==> config.mk <==
export PLATFORM = sky130hd
export DESIGN_NAME = rc5_dec_16bit
export DESIGN_NICKNAME = d
export VERILOG_FILES = /design/src/rtl/rc5_dec_16bit.sv
export SDC_FILE = /design/constraint.sdc
export NUM_CORES = 1
export LEC_CHECK = 0
export CORE_MARGIN = 5
export CORE_UTILIZATION = 35
export CTS_CLUSTER_DIAMETER = 100
export DETAILED_ROUTE_END_ITERATION = 7
export GPL_TIMING_DRIVEN = 0
export PLACE_DENSITY_LB_ADDON = 0.08
export REMOVE_ABC_BUFFERS = 1
export SYNTH_ARGS = -nofsm -noshare
export SYNTH_HDL_FRONTEND = slang
export SYNTH_SLANG_ARGS = --single-unit
export TNS_END_PERCENT = 5
==> constraint.sdc <==
create_clock -name clock -period 5.7 [get_ports clock]
set_clock_uncertainty 0.2 [all_clocks]
set_input_delay 1.425 -clock clock [delete_from_list [all_inputs] [get_ports clock]]
set_output_delay 1.425 -clock clock [all_outputs]
set_load 0.01 [all_outputs]
==> src/rtl/rc5_dec_16bit.sv <==
// Single-round RC5 decryptor for a 16-bit block (two 8-bit halves).
// One half-operation per clock with a level start / done handshake.
//
//  state  | meaning
//  -------+-------------------------------------------------------------
//  IDLE   | waiting for dec_start, ciphertext captured on acceptance
//  RND_B  | undo the B half-round using the current A
//  RND_A  | undo the A half-round using the freshly recovered B
//  POST   | remove the pre-whitening keys and register the plaintext
//  DONE   | hold the result until dec_start is released
module rc5_dec_16bit #(
    parameter logic [7:0] S0 = 8'h20,
    parameter logic [7:0] S1 = 8'h10,
    parameter logic [7:0] S2 = 8'h0F,
    parameter logic [7:0] S3 = 8'hFF
) (
    input  logic        clock,
    input  logic        reset,
    input  logic        dec_start,
    input  logic [15:0] c,
    output logic [15:0] p,
    output logic        dec_done,
    output logic        busy
);

    typedef enum logic [2:0] {
        IDLE  = 3'b000,
        RND_B = 3'b001,
        RND_A = 3'b010,
        POST  = 3'b011,
        DONE  = 3'b100
    } state_t;

    state_t      state;
    state_t      state_next;
    logic [7:0]  a;
    logic [7:0]  b;
    logic [7:0]  a_next;
    logic [7:0]  b_next;
    logic [15:0] p_next;
    logic        done_next;

    // Rotating a doubled copy keeps n=0 an identity with no shift-by-8 edge case.
    function automatic logic [7:0] ror8(input logic [7:0] x, input logic [2:0] n);
        logic [15:0] doubled;
        doubled = {x, x} >> n;
        return doubled[7:0];
    endfunction

    // State and datapath registers, synchronous active-low reset.
    always_ff @(posedge clock) begin
        if (!reset) begin
            state    <= IDLE;
            a        <= 8'h00;
            b        <= 8'h00;
            p        <= 16'h0000;
            dec_done <= 1'b0;
        end else begin
            state    <= state_next;
            a        <= a_next;
            b        <= b_next;
            p        <= p_next;
            dec_done <= done_next;
        end
    end

    // Next-state and datapath updates; an early release of dec_start aborts
    // the computation before any state action takes effect.
    always_comb begin
        state_next = state;
        a_next     = a;
        b_next     = b;
        p_next     = p;
        done_next  = dec_done;
        case (state)
            IDLE: begin
                done_next = 1'b0;
                if (dec_start) begin
                    a_next     = c[15:8];
                    b_next     = c[7:0];
                    state_next = RND_B;
                end
            end
            RND_B: begin
                if (!dec_start) begin
                    state_next = IDLE;
                end else begin
                    b_next     = ror8(b - S3, a[2:0]) ^ a;
                    state_next = RND_A;
                end
            end
            RND_A: begin
                if (!dec_start) begin
                    state_next = IDLE;
                end else begin
                    a_next     = ror8(a - S2, b[2:0]) ^ b;
                    state_next = POST;
                end
            end
            POST: begin
                if (!dec_start) begin
                    state_next = IDLE;
                end else begin
                    p_next     = {a - S0, b - S1};
                    done_next  = 1'b1;
                    state_next = DONE;
                end
            end
            DONE: begin
                if (!dec_start) begin
                    done_next  = 1'b0;
                    state_next = IDLE;
                end
            end
            default: begin
                done_next  = 1'b0;
                state_next = IDLE;
            end
        endcase
    end

    // Busy covers the three compute states only.
    always_comb begin
        busy = (state == RND_B) || (state == RND_A) || (state == POST);
    end

endmodule

# Yosys cells after proc, flatten, opt, wreduce, memory -nomap -nowiden
# Cells that the tools add are included.
totals:
  ff_bits: 36
  output_inout_bits: 18
classes:
  eq_ne: 9
  bitwise: 3
  shifts: 2
  reduce_logical: 11
  muxes: 15
  addsub: 4
ops:
  columns: ["op", "count"]
  rows:
  - ["$mux 8", 4]
  - ["$pmux 8 s2", 2]
  - ["$shr 16x3->8", 2]
  - ["$xor 8x8->8", 2]
  - ["$pmux 3 s5", 1]
  - ["$ne 2x2->1 const B", 5]
  - ["$mux 3", 3]
  - ["$reduce_and 3->1", 3]
  - ["$sub 8x4->8 const B", 1]
  - ["$sub 8x5->8 const B", 1]
  - ["$sub 8x6->8 const B", 1]
  - ["$sub 8x8->8 const B", 1]
  - ["$eq 3x2->1 const B", 2]
  - ["$mux 2", 2]
  - ["$reduce_and 2->1", 2]
  - ["$reduce_bool 2->1", 2]
  - ["$eq 3x1->1 const B", 1]
  - ["$eq 3x3->1 const B", 1]
  - ["$logic_not 3->1", 1]
  - ["$pmux 1 s3", 1]
  - ["$logic_or 1x1->1", 2]
  - ["$mux 1", 2]
  - ["$reduce_or 2->1", 1]
  - ["$not 1->1", 1]

# Longest topological paths before layout
# Gate-level depths: netlist of run 1.
depth:
  depth_word: 5
  depth_mapped: 8
  ltp_nobuf: 8

# Worst setup path after synthesis of run 1
# Ideal clock, no wire load.
synth_timing:
  path_kind: "in2reg"
  start: "input dec_start"
  end: "register a[4]"
  path_buffers: 2
  path_slack_ps: 2572
  cell_stages: 8
  setup_time_ps: 116
  arrival_ps: 2813
  cell_sequence: "clkbuf_1 > or3b_2 > clkbuf_1 > nand2_1 > nand2_1 > nor4_1 > a21oi_1 > and3_1"
synth_via:
  elab_chain_len: 2
  elab_cells_between_ends: 3
synth_rtl:
  columns: ["element", "line_no", "rtl"]
  rows:
  - ["from (decl)", "19", "input logic dec_start,"]
  - ["$ne 2x2->1 (no line)", null, null]
  - ["$reduce_and 3->1 (no line) (*)", null, null]
  - ["to (signal assigned)", "60", "a <= a_next;"]
  - ["to (decl)", "36", "logic [7:0] a;"]
# Every way passes the cells marked *; elsewhere a longest branch is shown, timed or not.
# A chain may end at the register's enable or synchronous reset.

# Worst setup path in the final report of run 1
layout_timing:
  start: "register b[0]"
  end: "register b[6]"
layout_via:
  elab_chain_len: 5
layout_rtl:
  columns: ["element", "line_no", "rtl"]
  rows:
  - ["from (decl)", "37", "logic [7:0] b;"]
  - ["from (signal assigned)", "61", "b <= b_next;"]
  - ["$sub 8x8->8", "88", "b_next = ror8(b - S3, a[2:0]) ^ a;"]
  - ["$shr 16x3->8", "46", "doubled = {x, x} >> n;"]
  - ["$xor 8x8->8", "88", null]
  - ["$mux 8", "85", "if (!dec_start) begin"]
  - ["$pmux 8 s2", "75", "case (state)"]
# Every way passes these cells. The select of a mux whose other input is x is not followed.

==> results of run 1 <==
[power by group through the flow]
| stage | Sequential, uW | Clock (uW) | Combinational, uW |
|---|---|---|---|
| floorplan | 303 | 0 | 173 |
| global placement | 328 | 0 | 231 |
| detailed placement | 328 | 0 | 231 |
| CTS | 322 | 204 | 233 |
| global route | 327 | 216 | 259 |
| finish | 323 | 199 | 232 |
[metrics by stage]
step / utilization / worst slack, ps / instances / hold slack (ps)
floorplan: - / 2770 / 360 / 281
global placement: 0.399 / 1950 / 501 / 244
detailed placement: 0.399 / 1940 / 501 / 248
CTS: 0.411 / 2070 / 509 / 259
global route: 0.411 / 1840 / 509 / 272
finish: 0.411 / 2080 / 509 / 255
[registers in the layout (all words and copies together) (netlist names)]
signal and flops:
dec_done 1, state 3, b 8, a 8, p 16
[how the worst max path moves through the flow]
stage / endpoint / from / slack [ps]
floorplan: a[4]$_SDFFE_PN0P_ / dec_start / 2770
finish: b[6]$_SDFFE_PN0P_ / b[0]$_SDFFE_PN0P_ / 2080
global route: b[6]$_SDFFE_PN0P_ / b[0]$_SDFFE_PN0P_ / 1840
CTS: busy / state[1]$_SDFFE_PN0P_ / 2070
detailed placement: a[4]$_SDFFE_PN0P_ / dec_start / 1940
global placement: a[4]$_SDFFE_PN0P_ / dec_start / 1950
[synthesized netlist by cell type (7+ instances only)]
library cell	n	area, um2
inv_1	11	41.3
dfxtp_1	36	721
mux2i_1	8	80.1
nand2_1	44	165
a211o_1	8	70.1
nor2_1	34	128
clkbuf_1	23	86.3
buf_2	7	35.0
o21ai_0	23	115
nor3_1	13	65.1
xnor2_1	17	149
buf_1	7	26.3
a21oi_1	31	155
a211oi_1	14	105
nand3_1	11	55.1
[logic make-up (layout without fill, tap and decap cells)]
logic type,count (synthesis),in the layout,synth area share
fa+ha+maj,5,5,0.0209
flops,36,36,0.241
xor+xnor,21,21,0.0616
simple gates,141,141,0.234
mux,13,13,0.0607
buf+inv,54,57,0.0771
compound gates,131,131,0.305
[layer usage]
layer,track usage,up-vias,share of wire
li1,-,1490,-
met1,0.267,1433,0.45
met2,0.299,115,0.46
met3,0.0273,22,0.065
met4,0.0626,0,0.023
met5,0,-,0
[critical path, delay by kind of cell, from the launching register on]
kind / cells / cell delay (ps)
AND/OR/NAND/NOR: 1 / 330
flip-flops: 1 / 1180
XOR/XNOR: 2 / 490
AO/OA/AOI/OAI: 3 / 1290
[final cells by class]
| type | count | area [um2] | share of cell area |
|---|---|---|---|
| Inverter | 13 | 48.8 | 0.0144 |
| Clock buffer | 7 | 86.3 | 0.0255 |
| Timing Repair Buffer | 36 | 360 | 0.106 |
| Tap cell | 105 | 131 | 0.0387 |
| Multi-Input combinational cell | 311 | 2040 | 0.601 |
| Clock inverter | 1 | 7.51 | 0.00221 |
| Sequential cell | 36 | 721 | 0.212 |
==> metrics.md, run 1 <==
| Metric | Value |
|---|---|
| Status | completed |
| Fillers | 882 |
| Die width | 102 um |
| Total power | 754 uW |
| # diodes | 0 |
| CTS H-tree lvls | 2 |
| Critical Path, Cell by Cell | nand3_1, xor2_1, a2111oi_0, o32ai_1, xnor2_1, a221oi_1 |
| RSZ-0062 raised after global routing | false |
| Root buf cell | clkbuf_8 |
| CP endpoint kind | flop |
| Max_slew headroom | 0.142 |
| Synthesis-to-layout area growth | 13.5% |
| Drt first-iter violations | 156 |
| R2R depth | 6 |
| Peak supply drop | 0.0961 mV |
| Min Tclk post-route | 3620 ps |
| Final Cell Area | 0.00339 mm2 |
| CTS sink cnt | 36 |
| Clk_lat worst skew | 300 ps |
| Worst Setup Start Kind | flop |
| Num rows | 33 |
| Routability cong. | 0.816 |
| Routed Antenna Nets | 0 |
| Pin count of the biggest net entering global routing | 37 |
| Initial antenna violation count | 0 |
| Initial DRT Pass Iterations | 4 |
| Cell count after synthesis | 401 |
| Number of setup buffers added after CTS | 0 |
| Post-synth EDFFs | 0 |
| Commonest non-fill, non-tap cells in the layout | nand2_1, dfxtp_1, clkdlybuf4s50_1 |
| TritonCTS Buffers | 5 |
| First-pass GRT wire length | 15,400 um |
| Vias | 3,060 |
| Initial core utilization | 0.362 |
| Hold Path End | p[0]$_SDFFE_PN0P_ |
| WL/cell | 18.9 um |
| Least-Margin Pin Slew | 1290 ps |
| Max cap viols | 0 |
| Final hold vios | 0 |
| Reg2Reg Setup Slack | 2080 ps |
| Final Net Count | 427 |
| CTS tree | built |
| Global route overflow | 0 |
| Clock power frac | 0.263 |
| Cell count of the worst hold path | 2 |
| Asr flop ratio synth | 0 |
| Cell variety after synth | 66 |
| Peak Freq | 276 MHz |
| Combinational Power Share | 0.308 |
| Maximum number of buffers from clock root to sink | 2 |
| Clock-pin slew on the worst setup and hold paths | 80 ps |
| Sw Ratio | 0.373 |
| CP max stage delay | 1180 ps |
| DRC violations left | 0 |
| Slew Limit Fails | 0 |
| Die area | 0.0105 mm2 |
| Final period util | 0.635 |
| Vias per cell | 6.01 |
| Setup Crit Path Kind | reg2reg |
| Static leakage | 0.00111 uW |
| Setup TNS | 0 ps |
| Core ar. | 0.00826 mm2 |
| Endpoints failing setup | 0 |
| Register area share after synthesis | 0.241 |
| PD cells | 222 mW/mm2 |
| Hold WC Path Type | reg2reg |
| Worst path slowest cell | dfxtp_1 |
| PostCTS Resize Cnt | 0 |
| Arrival time at the worst endpoint | 3620 ps |
| Commonest non-fill, non-tap cell in the layout | nand2_1 |
| WL final | 9640 um |
| # hold bufs at CTS | 0 |
| Synth Warn # | 0 |
| All-layer global routing usage | 0.190 |
| Hold Startpoint | p[0]$_SDFFE_PN0P_ |
| Syn_area_per_cell | 7.45 um2 |
| Mapped Area | 0.00299 mm2 |
| CP required | 5700 ps |
| Detailed-placement wirelength estimate | 6580 um |
| Die H | 102 um |
| Crit Path Max Fanout | 36 |
| Synth Flop Type | dfxtp_1 |
| R2R Path End | b[6]$_SDFFE_PN0P_ |
| #FFs+latches synth | 36 |
| Number of global-route vias before repair | 2,842 |
| Ports | 37 |
| P_sw | 282 uW |
| Placed instance area | 0.00330 mm2 |
| Pint | 473 uW |
| R2r startpoint | b[0]$_SDFFE_PN0P_ |
| I/O Buffers | 36 |
| Reg power frac | 0.428 |
| Fraction of layout cells with a size suffix above 1 | 0.0470 |
No activity file was read; power rests on OpenSTA's default activity.
==> run 2: changes to the inputs <==
clock period = 3.39 ns   (was 5.7 ns; I/O delays follow)
==> run 2 against run 1 <==
Effect of this change: highest routed layer unchanged; clock power is 70% higher; combinational power is 68% higher; non-clock buffer count did not move; sequential cell count is the same; final area grew 0.15%; global-route usage unchanged; worst hold slack barely moved.
==> metrics.md, run 2 (synthesized netlist as in run 1, its figures left out) <==
| Metric | Value |
|---|---|
| Status | completed |
| DRC violations left | 0 (unchanged) |
| CTS sink cnt | 36 (unchanged) |
| CP max stage delay | 870 ps (-310 ps) |
| Vias per cell | 6.05 (+0.62%) |
| Initial DRT Pass Iterations | 4 (unchanged) |
| Hold WC Path Type | reg2reg |
| Detailed-placement wirelength estimate | 6580 um (unchanged) |
| I/O Buffers | 36 (unchanged) |
| CTS H-tree lvls | 2 (unchanged) |
| Top Registers | p (16), a (8), b (8) |
| Peak Freq | 314 MHz (+14%) |
| PD cells | 374 mW/mm2 (+68%) |
| All-layer global routing usage | 0.190 (unchanged) |
| CTS tree | built |
| Global route overflow | 0 (unchanged) |
| Largest Register | p |
| Critical Path, Cell by Cell | nand3_1, xor2_1, a2111oi_0, o32ai_1, xnor2_1, a221oi_1 |
| Worst Setup Start Kind | flop |
| Clk_lat worst skew | 300 ps (about the same) |
| Crit Path Max Fanout | 17 (-53%) |
| Sw Ratio | 0.374 (+0.000837) |
| Maximum number of buffers from clock root to sink | 2 (unchanged) |
| RSZ-0062 raised after global routing | false |
| Setup Crit Path Kind | reg2reg |
| Num rows | 33 (unchanged) |
| Total power | 1270 uW (+68%) |
| Final hold vios | 0 (unchanged) |
| TritonCTS Buffers | 5 (unchanged) |
| Pint | 795 uW (+68%) |
| Endpoints failing setup | 0 (unchanged) |
| Setup WS post-layout | 203 ps (-1880 ps) |
| WL/cell | 18.9 um (-0.34%) |
| Pin count of the biggest net entering global routing | 37 (unchanged) |
| CP endpoint kind | flop |
| Max cap viols | 0 (unchanged) |
| Peak supply drop | 0.160 mV (+66%) |
| Largest register FFs | 16 (unchanged) |
| Arrival time at the worst endpoint | 3190 ps (-430 ps) |
| Worst path slowest cell | dfxtp_1 |
| Drt first-iter violations | 152 (-2.6%) |
| Die H | 102 um (unchanged) |
| Pre-CTS WS | -107 ps (-2050 ps) |
| Commonest non-fill, non-tap cells in the layout | nand2_1, clkdlybuf4s50_1, nor2_1 |
| P_sw | 476 uW (+69%) |
| Ports | 37 (unchanged) |
| Clock-pin slew on the worst setup and hold paths | 90 ps (about the same) |
| Initial antenna violation count | 0 (unchanged) |
| WL final | 9610 um (-0.34%) |
| Die width | 102 um (unchanged) |
| Die area | 0.0105 mm2 (unchanged) |
| Vias | 3,079 (+0.62%) |
| Final core occ | 0.411 (+0.000606) |
| Clock power frac | 0.266 (+0.003) |
| Slew Limit Fails | 0 (unchanged) |
| # diodes | 0 (unchanged) |
| Combinational Power Share | 0.306 (-0.002) |
| Top delay family on crit path | compound AO/OA/AOI/OAI gates |
| Fraction of layout cells with a size suffix above 1 | 0.0569 (+0.00990) |
| Routed Antenna Nets | 0 (unchanged) |
| # hold bufs at CTS | 0 (unchanged) |
| Reg power frac | 0.428 (about the same) |
| CP required | 3390 ps (-2310 ps) |
| Routability cong. | 0.816 (unchanged) |
| Number of global-route vias before repair | 2,842 (unchanged) |
| Root buf cell | clkbuf_8 |
| Final period util | 0.940 (+0.305) |
| Number of setup buffers added after CTS | 0 (unchanged) |
| Final Net Count | 427 (unchanged) |
| Commonest non-fill, non-tap cell in the layout | nand2_1 |
| Max_slew headroom | 0.273 (+0.131) |
| Min Tclk post-route | 3190 ps (-432 ps) |
| First-pass GRT wire length | 15,400 um (unchanged) |
| Core ar. | 0.00826 mm2 (unchanged) |
| Worst hold slack | 255 ps (-0.185 ps) |
| Synthesis-to-layout area growth | 13.7% |
| Worst path bufs/invs | 0 (unchanged) |
| Least-Margin Pin Slew | 1090 ps (-196 ps) |
| Static leakage | 0.00111 uW (+0.11%) |
| Initial core utilization | 0.362 (unchanged) |
-- run 2: area by class of cell --
type / count / area [um2]
Clock buffer: 7 / 86.3
Clock inverter: 1 / 7.51
Timing Repair Buffer: 36 / 360
Inverter: 13 / 48.8
Multi-Input combinational cell: 311 / 2040
Fill cell: 883 / 4860
Tap cell: 105 / 131
Sequential cell: 36 / 726
-- run 2: worst paths after layout --
kind	start	to	slack [ps]	cells past startpoint
setup / recovery	b[2]$_SDFFE_PN0P_	b[6]$_SDFFE_PN0P_	200	6
setup reg to reg	b[2]$_SDFFE_PN0P_	b[6]$_SDFFE_PN0P_	200	6
hold reg to reg	p[0]$_SDFFE_PN0P_	p[0]$_SDFFE_PN0P_	260	2
hold / removal	p[0]$_SDFFE_PN0P_	p[0]$_SDFFE_PN0P_	260	2
-- run 2: timing repair --
action,in CTS,in global routing
resized for setup,1,3
endpoints found under the setup margin,1,3
hold endpoints to repair,0,0
-- run 2: per-layer routing --
layer,up-vias,wire [um],track usage
li1,1489,-,-
met1,1456,4380,0.267
met3,20,551,0.0273
met2,114,4470,0.299
met4,0,206,0.0626
met5,-,0,0
-- run 2: through the flow --
step                      instance area [um2]  instances  setup TNS, ps
after floorplan                          2810        360              0
after CTS                                3390        509              0
after global routing                     3400        509              0
final                                    3400        509              0
after detailed placement                 3300        501           -107
after global placement                   3300        501           -148
-- run 2: tightest hold or removal path, stage by stage, from the launching register on --
cell and delay [ps]:
dfxtp_1 310, nand2_1 50, a21oi_1 50
-- run 2: power by group through the flow --
stage	sequential (uW)	combinational (uW)	clock, uW
after CTS	541	391	342
after floorplan	510	290	0
after global routing	551	435	362
final	544	389	338
after global placement	551	389	0
after detailed placement	551	388	0
==> run 3: changes to the inputs <==
GPL_TIMING_DRIVEN = default   (was 0)
==> run 3 against run 2 <==
Effect of this change: final area grew 4.0%; setup slack improved by 480 ps; wire length up 3.2%; die area unchanged.
==> metrics.md, run 3 (synthesized netlist as in run 1, its figures left out) <==
| Metric | Value |
|---|---|
| # hold bufs at CTS | 0 (unchanged) |
| TritonCTS Buffers | 5 (unchanged) |
| Pin count of the biggest net entering global routing | 32 (-14%) |
| Drt first-iter violations | 159 (+4.6%) |
| I/O Buffers | 36 (unchanged) |
| Die width | 102 um (unchanged) |
| Hold WC Path Type | reg2reg |
| Status | completed |
| Global route overflow | 0 (unchanged) |
| Sw Ratio | 0.371 (-0.00284) |
| Fraction of layout cells with a size suffix above 1 | 0.0855 (+0.0286) |
| Endpoints failing setup | 0 (unchanged) |
| CP required | 3400 ps (about the same) |
| CTS sink cnt | 36 (unchanged) |
| Worst hold slack | 255 ps (-0.759 ps) |
| Detailed-placement wirelength estimate | 7160 um (+8.8%) |
| Core ar. | 0.00826 mm2 (unchanged) |
| Worst path slowest cell | mux4_2 |
| Max cap viols | 0 (unchanged) |
| Top delay family on crit path | compound AO/OA/AOI/OAI gates |
| Max_slew headroom | 0.578 (+0.306) |
| WL/cell | 18.8 um (-0.17%) |
| PostCTS Resize Cnt | 0 (-1) |
| Arrival time at the worst endpoint | 2720 ps (-470 ps) |
| Routability cong. | 0.832 (+2.0%) |
| Routed Antenna Nets | 0 (unchanged) |
| Peak supply drop | 0.149 mV (-6.8%) |
| CTS H-tree lvls | 2 (unchanged) |
| Combinational Power Share | 0.367 (+0.061) |
| Vias | 3,077 (-0.065%) |
| Initial antenna violation count | 0 (unchanged) |
| Fillers | 887 (+0.45%) |
| Final hold vios | 0 (unchanged) |
| Worst Setup Start Kind | flop |
| PD cells | 367 mW/mm2 (-1.8%) |
| Final Net Count | 444 (+4.0%) |
| Maximum number of buffers from clock root to sink | 2 (unchanged) |
| Total power | 1300 uW (+2.1%) |
| Clock power frac | 0.258 (-0.008) |
| Vias per cell | 5.85 (-3.3%) |
| Min Tclk post-route | 2710 ps (-478 ps) |
| Setup Crit Path Kind | reg2reg |
| DRC violations left | 0 (unchanged) |
| Final non-filler cell total | 526 (+3.3%) |
| # placed instances | 518 (+3.4%) |
| First-pass GRT wire length | 15,500 um (+0.99%) |
| Number of global-route vias before repair | 2,822 (-0.70%) |
| Commonest non-fill, non-tap cell in the layout | nand2_1 |
| All-layer global routing usage | 0.191 (+0.00128) |
| Reg power frac | 0.374 (-0.054) |
| Least-Margin Pin Slew | 632 ps (-457 ps) |
| Clock-pin slew on the worst setup and hold paths | 80 ps (about the same) |
| Commonest non-fill, non-tap cells in the layout | nand2_1, dfxtp_1, clkdlybuf4s50_1 |
| WL final | 9910 um (+3.2%) |
| Peak Freq | 369 MHz (+18%) |
| Static leakage | 0.00120 uW (+8.0%) |
| Die H | 102 um (unchanged) |
| Setup TNS | 0 ps (unchanged) |
| RSZ-0062 raised after global routing | false |
| Top Registers | p (16), a (8), b (8) |
| Ports | 37 (unchanged) |
| CP max stage delay | 510 ps (-360 ps) |
| Most used cell, CP | xnor2_1 |
| Crit Path Max Fanout | 7 (-10) |
| Number of setup buffers added after CTS | 0 (unchanged) |
| # diodes | 0 (unchanged) |
| CTS tree | built |
| Initial core utilization | 0.362 (unchanged) |
| Slew Limit Fails | 0 (unchanged) |
| Initial DRT Pass Iterations | 5 (+1) |
| Root buf cell | clkbuf_8 |
| P_sw | 482 uW (+1.3%) |
| Worst path bufs/invs | 0 (unchanged) |
| Synthesis-to-layout area growth | 18.2% |
| Largest Register | p |
| Num rows | 33 (unchanged) |
| CP endpoint kind | flop |
| Pint | 816 uW (+2.6%) |
| Clk_lat worst skew | 290 ps (about the same) |
| Critical Path, Cell by Cell | ha_1, a311oi_1, xnor2_1, mux4_2, xnor2_1, a311o_1, o32ai_1 |
| Final period util | 0.799 (-0.141) |
| Die area | 0.0105 mm2 (unchanged) |
| Largest register FFs | 16 (unchanged) |
run 3: cell types whose count changed in the layout (fill, tap and decap cells not counted):
cell | before | now
buf_4 | 0 | 16
buf_12 | 0 | 1
dfxtp_2 | 4 | 0
dfxtp_1 | 32 | 36
run 3: power by group through the flow:
stage | logic, uW | registers (uW) | clock network (uW)
detailed placement | 474 | 495 | 0
finish | 476 | 486 | 335
global route | 523 | 490 | 360
global placement | 472 | 496 | 0
CTS | 476 | 485 | 340
floorplan | 290 | 510 | 0
run 3: worst paths after layout:
check	start	to	slack (ps)	cells past startpoint
hold / removal	p[3]$_SDFFE_PN0P_	p[3]$_SDFFE_PN0P_	250	2
hold reg to reg	p[3]$_SDFFE_PN0P_	p[3]$_SDFFE_PN0P_	250	2
setup reg to reg	a[1]$_SDFFE_PN0P_	a[5]$_SDFFE_PN0P_	680	7
setup / recovery	a[1]$_SDFFE_PN0P_	a[5]$_SDFFE_PN0P_	680	7
run 3: per-stage QoR:
step,utilization,cell area [um2],setup WS [ps]
3_3_place_gp,0.416,3440,417
2_1_floorplan,-,2810,629
5_1_grt,0.428,3530,522
4_1_cts,0.428,3530,699
3_5_place_dp,0.416,3440,413
6_report,0.428,3530,681
run 3: final cells by class:
cell class,instances,area [um2],area share
Clock buffer,7,86.3,0.0244
Clock inverter,1,7.51,0.00213
Inverter,13,48.8,0.0138
Multi-Input combinational cell,311,2040,0.577
Sequential cell,36,721,0.204
Tap cell,105,131,0.0372
Timing Repair Buffer,53,500,0.142
run 3: worst min-delay path, cell delays in order (launching register included):
cell and delay, ps:
dfxtp_1 310, nand2_1 50, a21oi_1 50
run 3: routing by layer:
| layer | track usage | vias to the layer above | wire (um) |
|---|---|---|---|
| met5 | 0 | - | 0 |
| met4 | 0.0414 | 0 | 61 |
| met3 | 0.0246 | 7 | 566 |
| met2 | 0.310 | 73 | 4700 |
| met1 | 0.271 | 1467 | 4590 |
| li1 | - | 1530 | - |
